--- src/rtl/sdram_pkg.sv ---
// ---------------------------------------------------------------------------
// sdram_pkg
// Shared definitions for the operational-phase SDRAM controller:
//   - SDRAM command encodings {CS_N, RAS_N, CAS_N, WE_N}
//   - controller state enum
//   - request address field positions (bank / row / column)
//   - default timing values (cycles at 50 MHz)
//   - helper that builds the column address with auto-precharge (A10) set
// ---------------------------------------------------------------------------
package sdram_pkg;

    localparam logic [3:0] CMD_NOP   = 4'b0111;
    localparam logic [3:0] CMD_ACT   = 4'b0011;
    localparam logic [3:0] CMD_READ  = 4'b0101;
    localparam logic [3:0] CMD_WRITE = 4'b0100;
    localparam logic [3:0] CMD_PALL  = 4'b0010;
    localparam logic [3:0] CMD_REF   = 4'b0001;
    localparam logic [3:0] CMD_MRS   = 4'b0000;

    typedef enum logic [3:0] {
        ST_WAIT_INIT,
        ST_IDLE,
        ST_ACT,
        ST_RCD_WAIT,
        ST_WR,
        ST_RD,
        ST_REC,
        ST_REF,
        ST_REF_WAIT
    } ctrl_state_t;

    localparam int ADDR_W      = 24;
    localparam int DATA_W      = 16;
    localparam int DRAM_ADDR_W = 13;

    localparam int BANK_MSB = 23;
    localparam int BANK_LSB = 22;
    localparam int ROW_MSB  = 21;
    localparam int ROW_LSB  = 9;
    localparam int COL_MSB  = 8;
    localparam int COL_LSB  = 0;

    localparam int DEF_T_RCD        = 2;
    localparam int DEF_T_RP         = 2;
    localparam int DEF_T_WR         = 2;
    localparam int DEF_T_RC         = 7;
    localparam int DEF_CAS_LAT      = 2;
    localparam int DEF_BURST_LEN    = 8;
    localparam int DEF_REF_INTERVAL = 390;

    // Column address for READ/WRITE: A10 high requests auto-precharge, A9 unused.
    function automatic logic [DRAM_ADDR_W-1:0] col_addr_ap(input logic [COL_MSB-COL_LSB:0] col);
        return {2'b00, 1'b1, 1'b0, col};
    endfunction

endpackage

--- src/rtl/sdram_rw_controller_if.sv ---
// ---------------------------------------------------------------------------
// sdram_rw_controller_if
// Request/response bus between a client and the SDRAM controller.
//   ireq_valid / oreq_ready : valid/ready handshake (accept on both high at an edge)
//   ireq_we                 : 1 = write, 0 = read
//   ireq_addr               : [23:22] bank, [21:9] row, [8:0] column
//   ireq_wdata              : write data, latched at the handshake
//   ordata / ordata_valid   : first read beat and its one-cycle strobe
// master = client side, slave = controller side.
// ---------------------------------------------------------------------------
interface sdram_rw_controller_if;
    import sdram_pkg::*;

    logic              ireq_valid;
    logic              oreq_ready;
    logic              ireq_we;
    logic [ADDR_W-1:0] ireq_addr;
    logic [DATA_W-1:0] ireq_wdata;
    logic [DATA_W-1:0] ordata;
    logic              ordata_valid;

    modport master (
        output ireq_valid, ireq_we, ireq_addr, ireq_wdata,
        input  oreq_ready, ordata, ordata_valid
    );

    modport slave (
        input  ireq_valid, ireq_we, ireq_addr, ireq_wdata,
        output oreq_ready, ordata, ordata_valid
    );

endinterface

--- src/rtl/sdram_refresh_timer.sv ---
// ---------------------------------------------------------------------------
// sdram_refresh_timer
// Free-running refresh interval counter with a sticky pending flag.
//   iclk, ireset_n       : clock, asynchronous active-low reset
//   i_en                 : count enable (controller out of WAIT_INIT)
//   i_clr                : clears the pending flag (REF command issued)
//   o_ref_pending        : registered pending flag
//   o_ref_pending_next   : value the flag takes at the next edge, so the
//                          controller can register its ready output from it
// ---------------------------------------------------------------------------
module sdram_refresh_timer
    import sdram_pkg::*;
#(
    parameter int REF_INTERVAL = DEF_REF_INTERVAL
) (
    input  logic iclk,
    input  logic ireset_n,
    input  logic i_en,
    input  logic i_clr,
    output logic o_ref_pending,
    output logic o_ref_pending_next
);

    localparam int CW = (REF_INTERVAL > 1) ? $clog2(REF_INTERVAL) : 1;

    logic [CW-1:0] r_count;
    logic          r_pending;
    logic          w_wrap;

    // A wrap that coincides with a clear wins: a new interval has just
    // elapsed, so another refresh is owed. Refreshes never accumulate.
    always_comb begin
        w_wrap             = i_en && (r_count == CW'(REF_INTERVAL - 1));
        o_ref_pending_next = r_pending;
        if (w_wrap) begin
            o_ref_pending_next = 1'b1;
        end else if (i_clr) begin
            o_ref_pending_next = 1'b0;
        end
    end

    always_ff @(posedge iclk or negedge ireset_n) begin
        if (!ireset_n) begin
            r_count   <= '0;
            r_pending <= 1'b0;
        end else begin
            if (i_en) begin
                r_count <= w_wrap ? '0 : r_count + 1'b1;
            end
            r_pending <= o_ref_pending_next;
        end
    end

    assign o_ref_pending = r_pending;

endmodule

--- src/rtl/sdram_rw_controller.sv ---
// ---------------------------------------------------------------------------
// sdram_rw_controller
// Operational-phase SDRAM controller. Takes the command bus after init,
// serves single-word reads/writes (ACTIVATE + READ/WRITE with auto-precharge)
// and inserts AUTO REFRESH every REF_INTERVAL cycles.
//   iclk, ireset_n  : clock, asynchronous active-low reset
//   iinit_done      : init FSM done, only looked at in WAIT_INIT
//   req_if          : request/response bus (slave modport)
//   obusy           : high whenever the controller is not IDLE
//   odram_cmd       : {CS_N, RAS_N, CAS_N, WE_N}
//   odram_addr/ba   : SDRAM address and bank
//   odram_dqm       : {UDQM, LDQM}
//   odram_cke       : clock enable, tied high
//   odram_dq_out/oe : write data and DQ output enable
//   idram_dq_in     : DQ input
// All outputs are registered from the next-state decode, so a state's
// command is on the pins for exactly the cycles that state is current.
// ---------------------------------------------------------------------------
module sdram_rw_controller
    import sdram_pkg::*;
#(
    parameter int T_RCD        = DEF_T_RCD,
    parameter int T_RP         = DEF_T_RP,
    parameter int T_WR         = DEF_T_WR,
    parameter int T_RC         = DEF_T_RC,
    parameter int CAS_LAT      = DEF_CAS_LAT,
    parameter int BURST_LEN    = DEF_BURST_LEN,
    parameter int REF_INTERVAL = DEF_REF_INTERVAL
) (
    input  logic                   iclk,
    input  logic                   ireset_n,
    input  logic                   iinit_done,
    sdram_rw_controller_if.slave   req_if,
    output logic                   obusy,
    output logic [3:0]             odram_cmd,
    output logic [DRAM_ADDR_W-1:0] odram_addr,
    output logic [1:0]             odram_ba,
    output logic [1:0]             odram_dqm,
    output logic                   odram_cke,
    output logic [DATA_W-1:0]      odram_dq_out,
    output logic                   odram_dq_oe,
    input  logic [DATA_W-1:0]      idram_dq_in
);

    localparam int CNT_W = 8;

    ctrl_state_t r_state, w_state_next;
    logic [CNT_W-1:0] r_cnt, w_cnt_next;

    logic              r_we;
    logic [ADDR_W-1:0] r_addr;
    logic [DATA_W-1:0] r_wdata;
    logic              w_accept;
    logic [ADDR_W-1:0] w_addr_sel;

    logic [CAS_LAT-1:0] r_rd_pipe, w_pipe_next;

    logic [3:0]             r_cmd, w_cmd_next;
    logic [DRAM_ADDR_W-1:0] r_dram_addr, w_dram_addr_next;
    logic [1:0]             r_ba, w_ba_next;
    logic [1:0]             r_dqm, w_dqm_next;
    logic [DATA_W-1:0]      r_dq_out, w_dq_out_next;
    logic                   r_dq_oe, w_dq_oe_next;
    logic                   r_ready, w_ready_next;
    logic                   r_busy, w_busy_next;
    logic [DATA_W-1:0]      r_rdata;
    logic                   r_rdata_valid;

    logic w_ref_pending, w_ref_pending_next;

    sdram_refresh_timer #(
        .REF_INTERVAL (REF_INTERVAL)
    ) u_refresh_timer (
        .iclk               (iclk),
        .ireset_n           (ireset_n),
        .i_en               (r_state != ST_WAIT_INIT),
        .i_clr              (r_state == ST_REF),
        .o_ref_pending      (w_ref_pending),
        .o_ref_pending_next (w_ref_pending_next)
    );

    // One bit per cycle after a READ command; the top bit marks the cycle in
    // which the first beat is on DQ. The whole window keeps DQM low.
    assign w_pipe_next = (r_rd_pipe << 1) | CAS_LAT'(r_state == ST_RD);

    // Next-state and next-output decode. Outputs are decoded from the state
    // being entered; ACT uses the live request address because the latch
    // only updates at the same edge.
    always_comb begin
        w_state_next = r_state;
        w_cnt_next   = r_cnt;
        w_accept     = 1'b0;
        case (r_state)
            ST_WAIT_INIT: begin
                if (iinit_done) w_state_next = ST_IDLE;
            end
            ST_IDLE: begin
                if (w_ref_pending) begin
                    w_state_next = ST_REF;
                end else if (req_if.ireq_valid) begin
                    w_accept     = 1'b1;
                    w_state_next = ST_ACT;
                end
            end
            ST_ACT: begin
                if (T_RCD > 1) begin
                    w_state_next = ST_RCD_WAIT;
                    w_cnt_next   = CNT_W'(T_RCD - 2);
                end else begin
                    w_state_next = r_we ? ST_WR : ST_RD;
                end
            end
            ST_RCD_WAIT: begin
                if (r_cnt == '0) w_state_next = r_we ? ST_WR : ST_RD;
                else             w_cnt_next   = r_cnt - 1'b1;
            end
            ST_WR: begin
                w_state_next = ST_REC;
                w_cnt_next   = CNT_W'(T_WR + T_RP - 1);
            end
            ST_RD: begin
                w_state_next = ST_REC;
                w_cnt_next   = CNT_W'(BURST_LEN + T_RP - 1);
            end
            ST_REC, ST_REF_WAIT: begin
                if (r_cnt == '0) w_state_next = ST_IDLE;
                else             w_cnt_next   = r_cnt - 1'b1;
            end
            ST_REF: begin
                w_state_next = ST_REF_WAIT;
                w_cnt_next   = CNT_W'(T_RC - 2);
            end
            default: w_state_next = ST_WAIT_INIT;
        endcase

        w_addr_sel       = w_accept ? req_if.ireq_addr : r_addr;
        w_cmd_next       = CMD_NOP;
        w_dram_addr_next = '0;
        w_ba_next        = '0;
        w_dqm_next       = 2'b11;
        w_dq_out_next    = '0;
        w_dq_oe_next     = 1'b0;
        case (w_state_next)
            ST_ACT: begin
                w_cmd_next       = CMD_ACT;
                w_dram_addr_next = w_addr_sel[ROW_MSB:ROW_LSB];
                w_ba_next        = w_addr_sel[BANK_MSB:BANK_LSB];
            end
            ST_WR: begin
                w_cmd_next       = CMD_WRITE;
                w_dram_addr_next = col_addr_ap(r_addr[COL_MSB:COL_LSB]);
                w_ba_next        = r_addr[BANK_MSB:BANK_LSB];
                w_dqm_next       = 2'b00;
                w_dq_out_next    = r_wdata;
                w_dq_oe_next     = 1'b1;
            end
            ST_RD: begin
                w_cmd_next       = CMD_READ;
                w_dram_addr_next = col_addr_ap(r_addr[COL_MSB:COL_LSB]);
                w_ba_next        = r_addr[BANK_MSB:BANK_LSB];
                w_dqm_next       = 2'b00;
            end
            ST_REF: begin
                w_cmd_next = CMD_REF;
            end
            default: ;
        endcase
        if (|w_pipe_next) w_dqm_next = 2'b00;

        w_ready_next = (w_state_next == ST_IDLE) && !w_ref_pending_next;
        w_busy_next  = (w_state_next != ST_IDLE);
    end

    // State, request latch, read pipeline and registered pin drivers.
    always_ff @(posedge iclk or negedge ireset_n) begin
        if (!ireset_n) begin
            r_state       <= ST_WAIT_INIT;
            r_cnt         <= '0;
            r_we          <= 1'b0;
            r_addr        <= '0;
            r_wdata       <= '0;
            r_rd_pipe     <= '0;
            r_cmd         <= CMD_NOP;
            r_dram_addr   <= '0;
            r_ba          <= '0;
            r_dqm         <= 2'b11;
            r_dq_out      <= '0;
            r_dq_oe       <= 1'b0;
            r_ready       <= 1'b0;
            r_busy        <= 1'b1;
            r_rdata       <= '0;
            r_rdata_valid <= 1'b0;
        end else begin
            r_state     <= w_state_next;
            r_cnt       <= w_cnt_next;
            r_rd_pipe   <= w_pipe_next;
            r_cmd       <= w_cmd_next;
            r_dram_addr <= w_dram_addr_next;
            r_ba        <= w_ba_next;
            r_dqm       <= w_dqm_next;
            r_dq_out    <= w_dq_out_next;
            r_dq_oe     <= w_dq_oe_next;
            r_ready     <= w_ready_next;
            r_busy      <= w_busy_next;
            if (w_accept) begin
                r_we    <= req_if.ireq_we;
                r_addr  <= req_if.ireq_addr;
                r_wdata <= req_if.ireq_wdata;
            end
            r_rdata_valid <= r_rd_pipe[CAS_LAT-1];
            if (r_rd_pipe[CAS_LAT-1]) r_rdata <= idram_dq_in;
        end
    end

    assign odram_cmd           = r_cmd;
    assign odram_addr          = r_dram_addr;
    assign odram_ba            = r_ba;
    assign odram_dqm           = r_dqm;
    assign odram_cke           = 1'b1;
    assign odram_dq_out        = r_dq_out;
    assign odram_dq_oe         = r_dq_oe;
    assign obusy               = r_busy;
    assign req_if.oreq_ready   = r_ready;
    assign req_if.ordata       = r_rdata;
    assign req_if.ordata_valid = r_rdata_valid;

endmodule

--- src/flat_wrapper.sv ---
// flat-port wrapper written by rule: the top's interface ports become plain ports
module sdram_rw_controller_flat import sdram_pkg::*;
#(
    parameter int T_RCD        = DEF_T_RCD,
    parameter int T_RP         = DEF_T_RP,
    parameter int T_WR         = DEF_T_WR,
    parameter int T_RC         = DEF_T_RC,
    parameter int CAS_LAT      = DEF_CAS_LAT,
    parameter int BURST_LEN    = DEF_BURST_LEN,
    parameter int REF_INTERVAL = DEF_REF_INTERVAL
)
  (iclk, ireset_n, iinit_done, obusy, odram_cmd, odram_addr, odram_ba, odram_dqm, odram_cke, odram_dq_out, odram_dq_oe, idram_dq_in, req_if_ireq_valid, req_if_ireq_we, req_if_ireq_addr, req_if_ireq_wdata, req_if_oreq_ready, req_if_ordata, req_if_ordata_valid);
  sdram_rw_controller_if req_if_i ();
  input  logic iclk;
  input  logic ireset_n;
  input  logic iinit_done;
  output logic obusy;
  output logic [3:0] odram_cmd;
  output logic [DRAM_ADDR_W-1:0] odram_addr;
  output logic [1:0] odram_ba;
  output logic [1:0] odram_dqm;
  output logic odram_cke;
  output logic [DATA_W-1:0] odram_dq_out;
  output logic odram_dq_oe;
  input  logic [DATA_W-1:0] idram_dq_in;
  input wire logic [$bits(req_if_i.ireq_valid)-1:0] req_if_ireq_valid;
  input wire logic [$bits(req_if_i.ireq_we)-1:0] req_if_ireq_we;
  input wire logic [$bits(req_if_i.ireq_addr)-1:0] req_if_ireq_addr;
  input wire logic [$bits(req_if_i.ireq_wdata)-1:0] req_if_ireq_wdata;
  output wire logic [$bits(req_if_i.oreq_ready)-1:0] req_if_oreq_ready;
  output wire logic [$bits(req_if_i.ordata)-1:0] req_if_ordata;
  output wire logic [$bits(req_if_i.ordata_valid)-1:0] req_if_ordata_valid;
  assign req_if_i.ireq_valid = req_if_ireq_valid;
  assign req_if_i.ireq_we = req_if_ireq_we;
  assign req_if_i.ireq_addr = req_if_ireq_addr;
  assign req_if_i.ireq_wdata = req_if_ireq_wdata;
  assign req_if_oreq_ready = req_if_i.oreq_ready;
  assign req_if_ordata = req_if_i.ordata;
  assign req_if_ordata_valid = req_if_i.ordata_valid;
  sdram_rw_controller #(.T_RCD(T_RCD), .T_RP(T_RP), .T_WR(T_WR), .T_RC(T_RC), .CAS_LAT(CAS_LAT), .BURST_LEN(BURST_LEN), .REF_INTERVAL(REF_INTERVAL)) u_core (.iclk(iclk), .ireset_n(ireset_n), .iinit_done(iinit_done), .req_if(req_if_i), .obusy(obusy), .odram_cmd(odram_cmd), .odram_addr(odram_addr), .odram_ba(odram_ba), .odram_dqm(odram_dqm), .odram_cke(odram_cke), .odram_dq_out(odram_dq_out), .odram_dq_oe(odram_dq_oe), .idram_dq_in(idram_dq_in));
endmodule
--- config.mk ---
export PLATFORM = sky130hd
export DESIGN_NAME = sdram_rw_controller_flat
export DESIGN_NICKNAME = d
export VERILOG_FILES = /design/src/rtl/sdram_pkg.sv /design/src/rtl/sdram_rw_controller_if.sv /design/src/rtl/sdram_refresh_timer.sv /design/src/rtl/sdram_rw_controller.sv /design/src/flat_wrapper.sv
export SDC_FILE = /design/constraint.sdc
export NUM_CORES = 1
export LEC_CHECK = 0
export BUFFER_PORTS_ARGS = -buffer_cell sky130_fd_sc_hd__buf_2
export CORE_AREA = 2 2 109 111
export DETAILED_ROUTE_END_ITERATION = 12
export DIE_AREA = 0 0 111 113
export GPL_TIMING_DRIVEN = 0
export SYNTH_ARGS = -nofsm -noshare
export SYNTH_HDL_FRONTEND = slang
export SYNTH_SLANG_ARGS = --single-unit
--- constraint.sdc ---
create_clock -name iclk -period 5 [get_ports iclk]
set_input_delay 0.25 -clock iclk [delete_from_list [all_inputs] [get_ports iclk]]
set_output_delay 0.25 -clock iclk [all_outputs]
set_load 0.005 [all_outputs]
Yosys cells after proc, flatten, opt, wreduce, memory -nomap -nowiden
Cells that the tools add are included.
{"block": "op_classes", "mux": 23, "bitwise": 1, "add_sub_neg": 2, "n_eq_ne": 16, "reduce_logical": 13}
{"op": "case mux 8 bit (5 select lines)", "count": 1}
{"op": "== test 4 x 3 -> 1 bit (second input constant)", "count": 7}
{"op": "case mux 4 bit (7 select lines)", "count": 1}
{"op": "case mux 13 bit (2 select lines)", "count": 1}
{"op": "two-way mux 24 bit", "count": 1}
{"op": "two-way mux 4 bit", "count": 5}
{"op": "two-way mux 16 bit", "count": 1}
{"op": "== test 4 x 2 -> 1 bit (second input constant)", "count": 3}
{"op": "case mux 3 bit (4 select lines)", "count": 1}
{"op": "adder 9 x 1 -> 9 bit (second input constant)", "count": 1}
{"op": "== test 9 bit (second input constant)", "count": 1}
{"op": "two-way mux 9 bit", "count": 1}
{"op": "== test 4 x 1 -> 1 bit (second input constant)", "count": 2}
{"op": "logical NOT 8 bit", "count": 1}
{"op": "two-way mux 8 bit", "count": 1}
{"op": "OR reduction 2 bit", "count": 4}
{"op": "subtractor 8 x 1 -> 8 bit (second input constant)", "count": 1}
{"op": "two-way mux 1 bit", "count": 7}
{"op": "nonzero test 5 bit", "count": 1}
{"op": "== test 4 bit (second input constant)", "count": 1}
{"op": "logical NOT 4 bit", "count": 1}
{"op": "two-way mux 2 bit", "count": 2}
{"op": "!= test 4 x 1 -> 1 bit (second input constant)", "count": 1}
{"op": "case mux 2 bit (2 select lines)", "count": 1}
{"op": "7 further kinds", "count": 8}
{"block": "word_totals", "output_inout_bits": 58, "regBits": 121}

Logic depth before layout (Yosys ltp)
{"block": "logic_depth", "depth_word": 7, "ltp_mapped": 9, "depth_no_buf": 7}

Modules after synthesis
Synthesis repeated with hierarchy kept, for this count alone.
{"block": "unflattened", "cells_unflattened": 400, "area_unflattened_um2": 4419.2}
{"mod": "sdram_rw_controller", "n_inst": 1, "cells_each": 350, "seq_area_each_um2": 2433.6, "area_each_um2": 3910.0}
{"mod": "sdram_refresh_timer", "n_inst": 1, "cells_each": 50, "seq_area_each_um2": 250.2, "area_each_um2": 509.2}

Worst setup path before layout
Ideal clock, no wire load.
{"block": "synth_path", "path_type": "register -> register", "startpoint": "register u_core.r_cnt[0]", "endpoint": "register u_core.r_cnt[1]", "n_path_buf": 1, "stages_incl_launch_ff": 8, "setup_time_ns": 0.128, "required_time_ns": 4.872, "arrival_time_ns": 1.986, "synth_period_minus_slack_ns": 2.113, "path_slack_ns": 2.887, "cell_sequence": "dfrtp_1 -> inv_1 -> ha_1 -> nor3b_2 -> a21boi_1 -> nor4_2 -> buf_2 -> mux2_1"}
{"block": "synth_via", "elab_chain_len": 3, "elab_cells_between_ends": 6, "classes_between": "add/sub (1); eq/ne (1); mux (2); reduce/logical (2)"}
{"element": "start, declared", "line_no": "sdram_rw_controller.sv:48", "text": "logic [CNT_W-1:0] r_cnt, w_cnt_next;"}
{"element": "start signal, assigned", "line_no": "sdram_rw_controller.sv:195", "text": "r_cnt <= w_cnt_next;"}
{"element": "subtractor 8 x 1 -> 8 bit / logical NOT 8 bit (equally long branches)"}
{"element": "two-way mux 8 bit / != test 2 bit (equally long branches)"}
{"element": "case mux 8 bit (5 select lines) / AND reduction 2 bit (equally long branches)"}
Parallel ways exist; a longest one is shown, timed or not. The select of a mux whose other input is x is not followed.
A chain may end at the register's enable or synchronous reset.

Worst setup path in the final report
Same ends and word-level chain as after synthesis.

==> key figures <==
Worst setup path
  – Data required time at the worst endpoint: 5.21 ns
  – Worst endpoint data arrival time: approximately 2.7 ns
  – Reg-to-reg critical path endpoint: u_core.r_cnt[1]
  – Register-to-register setup slack: around 2.5 ns
  – Startpoint of the worst-slack reg-to-reg timing path: u_core.r_cnt[0]
  – Number of cells on the worst reg-to-reg path: 7
  – Worst-path fanout max: 10
  – Worst Setup SP: u_core.r_cnt[0]
  – Type of element launching the critical path: register
  – Type of destination of the critical path: register
  – Startpoint-to-endpoint class of the critical path: reg -> reg

Floorplanning
  – Placeable core area: around 0.011 mm^2
  – Die span in x: roughly 110 um
  – Total Die Area: between 0.01 and 0.015 mm^2
  – Row count: 39
  – Die Span Y: approximately 110 um
  – Starting density of the core: 0.393
  – Number of I/O pins: about 120

Timing
  – Number of hold violations in the final report: 0
  – Final-layout setup total negative slack: 0 ns
  – Maximum operating frequency: around 400 MHz
  – Setup violators final: 0
  – Worst hold margin: 0.0966 ns
  – Worst Skew: around 0.0097 ns
  – Transition time of the tightest slew-check pin: 0.671 ns
  – Tightest slew margin relative to the limit: 0.552
  – Min Clock Period, post-route: approximately 2.5 ns
  – Unrepaired setup endpoints after global routing: false
  – Final critical-path share of the clock period: 0.499
  – Count of pins over their slew limit: 0

Worst hold path
  – Worst hold path depth: 3
  – Worst min-delay path endpoint: u_core.r_addr[7]
  – Class of the tightest hold or removal check: in -> reg
  – Worst min-delay path startpoint: req_if_ireq_addr[7]

Clock network
  – Number of buffers added for setup after CTS: 0
  – Insertion delay to the later sink of the worst-skew pair: ~0.34 ns
  – Clock transition time at the flip-flop clock pins of the worst setup and hold paths: approximately 0.070 ns
  – TritonCTS Buffers: 9
  – Number of sinks driven by the clock tree: about 110
  – H-tree levels: 3
  – Clk root buf: clkbuf_16
  – TritonCTS clock tree: done
  – Number of buffers between clock root and the deepest sink: 2

Synth
  – Nets in the synthesized netlist: about 470
  – Prevailing post-synth register cell: dfrtp_1
  – EDFF count, synth: 0
  – Fraction of registers with async set or reset after synthesis: 1.00
  – Post-Syn Instances: slightly above 400
  – Number of synthesized register bits: approximately 110
  – Post-synthesis sequential area ratio: 0.606
  – Number of distinct library cell variants in the gate-level netlist after synthesis: 52
  – Avg Synthesized Cell Area: 10.9 um^2
  – Count of yosys warnings during synthesis: 0
  – Post-Synthesis Cell Area: between 0.004 and 0.005 mm^2

GRT
  – Number of antenna violations at the first check in global routing: 0
  – Pin count of the biggest net entering global routing: 74
  – Wire length of the first global-routing pass: about 16,000 um
  – Number of global-route vias before repair: around 3,200
  – Overflow after GRT: 0
  – Tot GR Track Use: 0.159

Layout
  – Diode count: 0
  – Fill cell total of the finished layout: 1,042
  – Most frequent standard cell in the layout excluding fill and tap cells: buf_2
  – Fraction of final layout cells with drive strength greater than 1: 0.325
  – Synthesis-to-layout area growth: 24.6%
  – Final #Nets: roughly 600
  – Final cell count without fillers: ~700
  – Final Cell Area: between 0.005 and 0.006 mm^2
  – Commonest cells after routing, fill and taps aside: 121 x buf_2, 102 x dfrtp_1, 98 x nand2_1

Place
  – Cell area reported after detailed placement: roughly 0.0052 mm^2
  – Dpl hpwl: 7070 um
  – # port buffers: approximately 120
  – Final RePlAce weighted congestion: ~0.75
  – Total placed cells including tap cells: around 670

Detailed routing
  – Antenna violation net count after detailed routing: 0
  – DRC violation count after routing: 0
  – Initial drt markers: 167
  – Drt pass-1 iters: 4
  – Total wire length after detailed routing: 9650 um
  – Avg WL per Cell: 14.1 um
  – Via total after detailed routing: roughly 3,300
  – Detailed-route vias per instance: about 4.8

Status
  – Outcome: complete, no violations

Pwr
  – Power Density: between 500 and 600 mW/mm^2
  – Worst supply voltage drop on vdd: around 220 uV
  – Leak: roughly 2.9 nW

Flow run
  – Count of max-cap constraint violations: 0
## critical path, cell delays in order, from the launching register on
cell and delay, ns:
dfrtp_1 0.44, inv_1 0.12, ha_1 0.19, nor3b_2 0.44, a21boi_1 0.14, nor4_2 0.42
buf_2 0.29, mux2_1 0.34
## power breakdown
part / internal, W / total (W) / leakage [nW] / switching, W
Sequential: 0.00115 / 0.00131 / 1.38 / 0.000163
Clock: 0.000367 / 0.000678 / 0.139 / 0.000311
Combinational: 0.000442 / 0.000998 / 1.35 / 0.000556
## state kept, by name, indices dropped and copies added (netlist names)
name	flops
u_core.odram_dq_out	16
u_core.r_wdata	16
u_core.req_if.ordata	16
u_core.odram_addr	13
u_core.r_addr	11
u_core.u_refresh_timer.r_count	9
u_core.r_cnt	8
u_core.r_state	4
u_core.odram_cmd	3
u_core.odram_ba	2
u_core.r_rd_pipe	2
u_core.obusy	1
u_core.odram_dq_oe	1
u_core.odram_dqm	1
u_core.r_we	1
u_core.req_if.ordata_valid	1
u_core.req_if.oreq_ready	1
u_core.u_refresh_timer.o_ref_pending	1
## layout make-up
class / count / area [um^2] / area share
sequential: 107 / 2680 / 0.487
tap: 143 / 179 / 0.0324
multi-input combinational: 264 / 1580 / 0.287
timing repair buffer: 118 / 621 / 0.112
inverter: 11 / 41.3 / 0.00748
buffer: 26 / 120 / 0.0218
clock inverter: 5 / 36.3 / 0.00658
clock buffer: 11 / 253 / 0.0458
## metal layers
layer	track usage	vias to the layer above	part of all wire
li1	-	1624	-
met3	0.0375	4	0.056
met1	0.219	1570	0.46
met4	0.0433	0	0.0071
met5	0	-	0
met2	0.255	104	0.47
## Yosys cell counts, types with 3 or more instances
cell type / number / share of area
nand2b_1: 5 / 0.0071
nand4_1: 3 / 0.0042
and3_1: 7 / 0.0099
inv_1: 10 / 0.0085
buf_2: 6 / 0.0068
or3_1: 6 / 0.0085
or2_2: 3 / 0.0042
a211oi_1: 3 / 0.0051
nor2_1: 19 / 0.016
o21ai_1: 5 / 0.0057
o21ai_0: 8 / 0.0090
dfrtp_1: 102 / 0.58
buf_4: 4 / 0.0068
clkbuf_1: 16 / 0.014
ha_1: 3 / 0.0085
dfstp_2: 5 / 0.030
xor2_1: 4 / 0.0079
nor3_1: 5 / 0.0057
a22o_1: 11 / 0.022
mux2_2: 16 / 0.041
nand2_1: 98 / 0.083
and2_1: 18 / 0.025
a21oi_1: 11 / 0.012
## what timing repair did
item	4_1_cts	5_1_grt
hold buffers	1	0
hold endpoints to repair	31	0
gates resized for setup	0	0
## cells by family after synthesis
logic type | share of synthesized area
muxes | 0.0432
xor gates and xnor gates | 0.0119
AOI/OAI and AO/OA | 0.0845
and+or+nand+nor | 0.208
buffers and inverters | 0.0365
adders and majority gates | 0.00848
DFF | 0.606
other | 0.00170
## through the flow
stage / total power (W) / utilization / setup WS (ns)
2_1_floorplan: 0.00198 / - / 2.89
3_3_place_gp: 0.00230 / 0.460 / 2.47
3_5_place_dp: 0.00233 / 0.463 / 2.51
4_1_cts: 0.00302 / 0.489 / 2.49
5_1_grt: 0.00322 / 0.489 / 2.21
6_report: 0.00299 / 0.489 / 2.51
## how the worst max path moves through the flow
| stage | to | slack [ns] | depth (start not counted) |
|---|---|---|---|
| floorplan | u_core.r_cnt[1] | 2.89 | 7 |
| global placement | u_core.r_addr[0] | 2.47 | 1 |
| detailed placement | u_core.odram_addr[7] | 2.51 | 7 |
| CTS | u_core.odram_addr[7] | 2.49 | 7 |
| global route | u_core.odram_addr[0] | 2.21 | 7 |
| finish | u_core.r_cnt[1] | 2.51 | 7 |
Note: power is estimated with default switching activity, not from simulation.
